<file path="src/rtl/dm_cache_pkg.sv">
`default_nettype none
// ============================================================================
//  Module   : dm_cache_pkg
//  Purpose  : Shared definitions for the direct-mapped write-through cache
//             controller: FSM state type, default geometry constants and
//             address-split helpers ({tag, index, offset}).
//  Revision : 1.0 - initial release
// ============================================================================
package dm_cache_pkg;

    localparam int c_ADDR_W   = 10;
    localparam int c_INDEX_W  = 5;
    localparam int c_OFFSET_W = 2;
    localparam int c_DATA_W   = 32;
    localparam int c_CNT_W    = 16;

    typedef enum logic [2:0] {
        ST_IDLE   = 3'd0,
        ST_REFILL = 3'd1,
        ST_RDONE  = 3'd2,
        ST_WRITE  = 3'd3,
        ST_WDONE  = 3'd4
    } state_t;

    // Helpers work on a zero-extended 32-bit address; callers size-cast the
    // result down to the field width they need.
    function automatic logic [31:0] get_tag(input logic [31:0] addr,
                                            input int index_w,
                                            input int offset_w);
        return addr >> (index_w + offset_w);
    endfunction

    function automatic logic [31:0] get_index(input logic [31:0] addr,
                                              input int index_w,
                                              input int offset_w);
        return (addr >> offset_w) & ((32'd1 << index_w) - 32'd1);
    endfunction

    function automatic logic [31:0] get_offset(input logic [31:0] addr,
                                               input int offset_w);
        return addr & ((32'd1 << offset_w) - 32'd1);
    endfunction

endpackage
`default_nettype wire

</file>
<file path="src/rtl/dm_cache_data_ram.sv">
`default_nettype none
// ============================================================================
//  Module   : dm_cache_data_ram
//  Purpose  : Cache data store, 2**AW words of DW bits. Synchronous write,
//             asynchronous (combinational) read so hits return in-cycle.
//  Ports    : clk          - write clock
//             we/waddr/wdata - write port
//             raddr/rdata  - asynchronous read port
//  Revision : 1.0 - initial release
// ============================================================================
module dm_cache_data_ram
    import dm_cache_pkg::*;
#(
    parameter int AW = c_INDEX_W + c_OFFSET_W,
    parameter int DW = c_DATA_W
) (
    input  logic          clk,
    input  logic          we,
    input  logic [AW-1:0] waddr,
    input  logic [DW-1:0] wdata,
    input  logic [AW-1:0] raddr,
    output logic [DW-1:0] rdata
);

    logic [DW-1:0] r_mem [2**AW];

    always_ff @(posedge clk) begin
        if (we) begin
            r_mem[waddr] <= wdata;
        end
    end

    assign rdata = r_mem[raddr];

endmodule
`default_nettype wire

</file>
<file path="src/rtl/dm_cache_ctrl_param.sv">
`default_nettype none
// ============================================================================
//  Module   : dm_cache_ctrl_param
//  Purpose  : Direct-mapped, write-through, no-write-allocate cache
//             controller between the core load/store stage and data memory.
//             Multi-word block refill over a ready-handshake port, core stall
//             on any miss or write, saturating hit/miss counters.
//  Ports    : clk, rst (async, active-high)
//             cpu_read/cpu_write/cpu_addr/cpu_wdata  - core request (held)
//             cpu_rdata/stall                        - core response
//             mem_read/mem_write/mem_addr/mem_wdata  - memory request
//             mem_rdata/mem_ready                    - memory response
//             hit_count/miss_count                   - profiling counters
//  Revision : 1.0 - initial release
// ============================================================================
module dm_cache_ctrl_param
    import dm_cache_pkg::*;
#(
    parameter int ADDR_W   = c_ADDR_W,
    parameter int INDEX_W  = c_INDEX_W,
    parameter int OFFSET_W = c_OFFSET_W,
    parameter int DATA_W   = c_DATA_W,
    parameter int CNT_W    = c_CNT_W
) (
    input  logic              clk,
    input  logic              rst,
    input  logic              cpu_read,
    input  logic              cpu_write,
    input  logic [ADDR_W-1:0] cpu_addr,
    input  logic [DATA_W-1:0] cpu_wdata,
    output logic [DATA_W-1:0] cpu_rdata,
    output logic              stall,
    output logic              mem_read,
    output logic              mem_write,
    output logic [ADDR_W-1:0] mem_addr,
    output logic [DATA_W-1:0] mem_wdata,
    input  logic [DATA_W-1:0] mem_rdata,
    input  logic              mem_ready,
    output logic [CNT_W-1:0]  hit_count,
    output logic [CNT_W-1:0]  miss_count
);

    localparam int TAG_W  = ADDR_W - INDEX_W - OFFSET_W;
    localparam int LINES  = 2**INDEX_W;
    localparam int RAM_AW = INDEX_W + OFFSET_W;

    generate
        if (TAG_W < 1 || ADDR_W > 32) begin : g_bad_geometry
            $error("dm_cache_ctrl_param: TAG_W must be >= 1 and ADDR_W <= 32");
        end
    endgenerate

    state_t              r_state;
    state_t              w_next_state;
    logic [OFFSET_W-1:0] r_beat;
    logic [LINES-1:0]    r_valid;
    logic [TAG_W-1:0]    r_tag_arr [LINES];
    logic [CNT_W-1:0]    r_hit_count;
    logic [CNT_W-1:0]    r_miss_count;

    // Request captured when it leaves IDLE, so an in-flight refill or write
    // keeps a stable address even if the core misbehaves and drops it.
    logic [ADDR_W-1:0]   r_req_addr;
    logic [DATA_W-1:0]   r_req_wdata;

    logic [ADDR_W-1:0]   w_addr;
    logic [TAG_W-1:0]    w_tag;
    logic [INDEX_W-1:0]  w_index;
    logic [OFFSET_W-1:0] w_offset;
    logic                w_hit;

    logic                w_accept;
    logic                w_beat_clr;
    logic                w_beat_adv;
    logic                w_fill_done;
    logic                w_hit_inc;
    logic                w_miss_inc;
    logic                w_ram_we;
    logic [RAM_AW-1:0]   w_ram_waddr;
    logic [DATA_W-1:0]   w_ram_wdata;

    // In IDLE the live core address is decoded; in every other state the
    // captured one is, which also serves the RDONE read-out.
    assign w_addr   = (r_state == ST_IDLE) ? cpu_addr : r_req_addr;
    assign w_tag    = TAG_W'(get_tag(32'(w_addr), INDEX_W, OFFSET_W));
    assign w_index  = INDEX_W'(get_index(32'(w_addr), INDEX_W, OFFSET_W));
    assign w_offset = OFFSET_W'(get_offset(32'(w_addr), OFFSET_W));
    assign w_hit    = r_valid[w_index] && (r_tag_arr[w_index] == w_tag);

    dm_cache_data_ram #(
        .AW (RAM_AW),
        .DW (DATA_W)
    ) u_data_ram (
        .clk   (clk),
        .we    (w_ram_we),
        .waddr (w_ram_waddr),
        .wdata (w_ram_wdata),
        .raddr ({w_index, w_offset}),
        .rdata (cpu_rdata)
    );

    always_comb begin
        w_next_state = r_state;
        stall        = 1'b0;
        mem_read     = 1'b0;
        mem_write    = 1'b0;
        mem_addr     = '0;
        mem_wdata    = '0;
        w_accept     = 1'b0;
        w_beat_clr   = 1'b0;
        w_beat_adv   = 1'b0;
        w_fill_done  = 1'b0;
        w_hit_inc    = 1'b0;
        w_miss_inc   = 1'b0;
        w_ram_we     = 1'b0;
        w_ram_waddr  = {w_index, w_offset};
        w_ram_wdata  = r_req_wdata;

        case (r_state)
            ST_IDLE: begin
                // A write wins over a simultaneous read.
                if (cpu_write) begin
                    stall        = 1'b1;
                    w_accept     = 1'b1;
                    w_hit_inc    = w_hit;
                    w_miss_inc   = !w_hit;
                    w_next_state = ST_WRITE;
                end else if (cpu_read) begin
                    if (w_hit) begin
                        w_hit_inc = 1'b1;
                    end else begin
                        stall        = 1'b1;
                        w_accept     = 1'b1;
                        w_miss_inc   = 1'b1;
                        w_beat_clr   = 1'b1;
                        w_next_state = ST_REFILL;
                    end
                end
            end

            ST_REFILL: begin
                stall    = 1'b1;
                mem_read = 1'b1;
                mem_addr = {w_tag, w_index, r_beat};
                if (mem_ready) begin
                    w_ram_we    = 1'b1;
                    w_ram_waddr = {w_index, r_beat};
                    w_ram_wdata = mem_rdata;
                    w_beat_adv  = 1'b1;
                    // Valid only on the final beat: a reset mid-refill
                    // never leaves a half-filled line marked valid.
                    if (r_beat == {OFFSET_W{1'b1}}) begin
                        w_fill_done  = 1'b1;
                        w_next_state = ST_RDONE;
                    end
                end
            end

            ST_RDONE: begin
                w_next_state = ST_IDLE;
            end

            ST_WRITE: begin
                stall     = 1'b1;
                mem_write = 1'b1;
                mem_addr  = r_req_addr;
                mem_wdata = r_req_wdata;
                if (mem_ready) begin
                    w_ram_we     = w_hit;
                    w_next_state = ST_WDONE;
                end
            end

            // One unstalled cycle so the held store is not issued twice.
            ST_WDONE: begin
                w_next_state = ST_IDLE;
            end

            default: begin
                w_next_state = ST_IDLE;
            end
        endcase
    end

    always_ff @(posedge clk or posedge rst) begin
        if (rst) begin
            r_state      <= ST_IDLE;
            r_beat       <= '0;
            r_valid      <= '0;
            r_hit_count  <= '0;
            r_miss_count <= '0;
        end else begin
            r_state <= w_next_state;
            if (w_beat_clr) begin
                r_beat <= '0;
            end else if (w_beat_adv) begin
                r_beat <= r_beat + 1'b1;
            end
            if (w_fill_done) begin
                r_valid[w_index] <= 1'b1;
            end
            if (w_hit_inc && (r_hit_count != {CNT_W{1'b1}})) begin
                r_hit_count <= r_hit_count + 1'b1;
            end
            if (w_miss_inc && (r_miss_count != {CNT_W{1'b1}})) begin
                r_miss_count <= r_miss_count + 1'b1;
            end
        end
    end

    // Tag array and request capture carry no reset: they are only
    // meaningful behind a valid bit or an active transaction.
    always_ff @(posedge clk) begin
        if (w_accept) begin
            r_req_addr  <= cpu_addr;
            r_req_wdata <= cpu_wdata;
        end
        if (w_fill_done) begin
            r_tag_arr[w_index] <= w_tag;
        end
    end

    assign hit_count  = r_hit_count;
    assign miss_count = r_miss_count;

endmodule
`default_nettype wire

</file>
<file path="config.mk">
export PLATFORM = sky130hd
export DESIGN_NAME = dm_cache_ctrl_param
export DESIGN_NICKNAME = d
export VERILOG_FILES = /design/src/rtl/dm_cache_pkg.sv /design/src/rtl/dm_cache_data_ram.sv /design/src/rtl/dm_cache_ctrl_param.sv
export SDC_FILE = /design/constraint.sdc
export NUM_CORES = 2
export LEC_CHECK = 0
export BUFFER_PORTS_ARGS = -buffer_cell sky130_fd_sc_hd__buf_4
export CAP_MARGIN = 20
export CORE_MARGIN = 4
export CORE_UTILIZATION = 45
export CTS_CLUSTER_DIAMETER = 60
export CTS_CLUSTER_SIZE = 16
export DETAILED_ROUTE_END_ITERATION = 12
export MAX_ROUTING_LAYER = met4
export PLACE_DENSITY_LB_ADDON = 0.15
export SLEW_MARGIN = 40
export SYNTH_ARGS = -nofsm -noshare
export SYNTH_HDL_FRONTEND = slang
export SYNTH_MEMORY_MAX_BITS = 65536
export SYNTH_SLANG_ARGS = --single-unit
export TNS_END_PERCENT = 100
</file>
<file path="constraint.sdc">
create_clock -name clk -period 7.4 [get_ports clk]
set_clock_uncertainty 0.2 [all_clocks]
set_input_delay 1.48 -clock clk [delete_from_list [all_inputs] [get_ports clk]]
set_output_delay 1.48 -clock clk [all_outputs]
set_load 0.1 [all_outputs]
</file>
==> results.toml <==
[status]
outcome = "finished, final reports clean"

[floorplanning]
core_um2 = 369000
fp.dieH_um = 617
start_util = 0.452
io_pins = 188
die_area_um2 = 381000
die_x_um = 617
rows = 223

[clocking]
holdBufCountCts = 0
cts_buffers = 373
cts_max_level = 5
cts.sinks = 4303
clock_latency_ps = 960
root_buffer = "clkbuf_16"
clk_pin_slew_ps = 70
cts.path.max_buffers = 4
cts_tree = "built"

[synthesis]
netlist_area_um2 = 167000
async_flop_share = 0.0160
synth_nets = 8499
synth-edff-count = 4234
synth_ff_type = "edfxtp_1"
avgSynthCellArea_um2 = 19.8
yosys_warnings = 0
ys_ff_latch = 4303
yosysUniqueCellTypes = 65
postSynthCellCount = 8417
yosysSeqAreaShare = 0.772

[setup_path]
cp_max_fo = 71
endpoint_kind = "output port"
rr_worst_depth = 15
path_class = "flop to output port"
worstPathArrival_ps = 5610
worstSetupStartpointType = "flop"
r2r-start = "r_state[1]"
rrSetupSlack_ps = 1330
critPathRequiredTime_ps = 5720
r2r_end = "u_data_ram.r_mem[42][27]"

[grt]
grt_usage = 0.271
grt_max_degree = 129
grt_pass1_vias = 88800
grt_pass1_wl_mm = 704
antenna_found_initial = 38
overflow = 0

[place]
hpwl_mm = 298
gp_congestion = 0.859
io_buffers = 187
dpl_cell_area_um2 = 180000

[timing]
relSlewSlack = 0.391
fin_crit_sh = 0.986
finalSetupViolations = 0
fin_crit_ps = 7290
max_freq_mhz = 137
fin_setup_tns_ps = 0
rsz0062_at_grt = "true"
slew_violations = 0
hold_violations = 0
tightest_slew_ps = 914

[finish]
layout.nets = 9133
drive_above_1_share = 0.288
stdcell_area_um2 = 193000
area_growth_pct = 15.5

[worst_hold_path]
holdPathEnd = "r_valid[16]"
holdPathStages = 1
hold_start = "r_valid[16]"
hp-class = "flop to flop"

[routing]
routed_wl_mm = 506
viasPerCell = 6.19
wl_per_cell_um = 35.5
drtIter0Drc = 12200
dr.pass1.iters = 6
vias = 88300
ant_nets = 0
route.detailed.drc = 0

[power_and_ir_drop]
seqPwrFrac = 0.379
clkPwrFrac = 0.246
intPower_w = 0.0503
peakVddDrop_uv = 864
netSwitchingFraction = 0.376
p_leak_nw = 61.8
p_comb_frac = 0.375
power_density_nw_per_um2 = 418
switchingPower_w = 0.0303

[job]
maxCapViolCount = 0
[worst max-delay path: stages, from the launching register on]
cell and delay (ps):
dfrtp_1 370, buf_4 190, nor3_4 180, buf_4 180
mux2i_4 250, buf_12 240, buf_12 340, buf_12 450
buf_4 410, mux4_2 250, nand2_1 50, and3_1 180
a311oi_1 580, a31oi_1 160, o21ai_1 250, buf_4 330
[placed cells by master, fill, tap and decap left out, types with 33 or more instances in the layout]
cell          n
clkinv_2     38
clkinv_4     36
nor2_1       64
or2_2        33
nand2_1    1197
and3_1      121
inv_6        35
buf_4       581
clkbuf_16   381
a31oi_1      64
edfxtp_1   4234
nor2_4      139
dfrtp_1      68
buf_12      134
nand3_1     523
nand4_1      33
mux4_2     1050
[state kept, by name, indices dropped and copies added (netlist names), 3 cells and up]
name,count
hit_count,16
miss_count,16
r_req_addr,10
r_req_wdata,32
r_state,3
r_tag_arr,96
r_valid,32
u_data_ram.r_mem,4096
[through the flow]
stage	cells	hold WS (ps)	setup WS (ps)	total power, W	utilization
6_report	14300	265	107	0.0806	0.522
5_1_grt	14300	279	-47.0	0.0833	0.522
4_1_cts	14200	269	1.49	0.0808	0.521
3_5_place_dp	13600	253	8.11	0.0609	0.488
3_3_place_gp	13600	249	-670	0.0605	0.487
2_1_floorplan	8417	239	155	0.0477	-
[power groups by stage]
stage	logic (W)	clock network, W	registers (W)
after floorplan	0.0161	0	0.0316
after global placement	0.0295	0	0.0311
after detailed placement	0.0298	0	0.0311
after CTS	0.0301	0.0201	0.0306
after global routing	0.0315	0.0211	0.0306
final	0.0302	0.0198	0.0306
[worst max-delay path by stage]
| stage | slack (ps) | end | cells past startpoint | start |
|---|---|---|---|---|
| 2_1_floorplan | 160 | cpu_rdata[12] | 14 | cpu_addr[3] |
| 3_3_place_gp | -670 | cpu_rdata[22] | 12 | cpu_addr[0] |
| 3_5_place_dp | 8 | cpu_rdata[14] | 15 | cpu_addr[0] |
| 4_1_cts | 1 | cpu_rdata[0] | 16 | r_state[0] |
| 5_1_grt | -50 | cpu_rdata[2] | 17 | r_state[0] |
| 6_report | 110 | cpu_rdata[1] | 15 | r_state[0] |
[layer usage]
metal	track usage	vias up	wire, um
met2	0.417	4220	241000
li1	-	35400	-
met3	0.0470	744	45700
met4	0.0890	0	18800
met5	-	-	0
met1	0.371	47900	201000
[cell usage after synthesis, types with 29 or more instances]
cell type / number / share of area
nand2_1: 1231 / 0.028
buf_1: 101 / 0.0023
a31oi_1: 71 / 0.0027
dfrtp_1: 69 / 0.010
clkbuf_1: 254 / 0.0057
nand3_1: 536 / 0.016
a311oi_1: 40 / 0.0021
and3_1: 122 / 0.0046
mux4_2: 1050 / 0.14
nor2_1: 210 / 0.0047
a211oi_1: 29 / 0.0013
nand4_1: 33 / 0.0012
or2_2: 33 / 0.0012
buf_2: 137 / 0.0041
edfxtp_1: 4234 / 0.76
[kinds of logic after synthesis]
kind of cell | Yosys count | share of synthesized area
flip-flops | 4303 | 0.772
AND/OR/NAND/NOR | 2236 | 0.0587
multiplexers | 1071 | 0.143
buffers and inverters | 512 | 0.0127
AO/OA/AOI/OAI | 259 | 0.0110
XOR/XNOR | 33 | 0.00173
adder cells (fa/ha/maj) | 3 | 0.000225
[layout make-up]
| class | count | area [um^2] |
|---|---|---|
| Antenna cell | 19 | 47.5 |
| Clock buffer | 399 | 9590 |
| Clock inverter | 217 | 2470 |
| Fill cell | 29100 | 177000 |
| Inverter | 15 | 56.3 |
| Multi-Input combinational cell | 3603 | 37800 |
| Sequential cell | 4303 | 129000 |
| Tap cell | 4950 | 6190 |
| Timing Repair Buffer | 755 | 7640 |
[repair_timing]
action	in CTS	in global routing
gates resized for setup	42	31
buffers inserted	2	0
cloned	2	2
setup endpoints to repair	32	17
pin swaps	8	7
No activity file was read; power rests on OpenSTA's default activity.
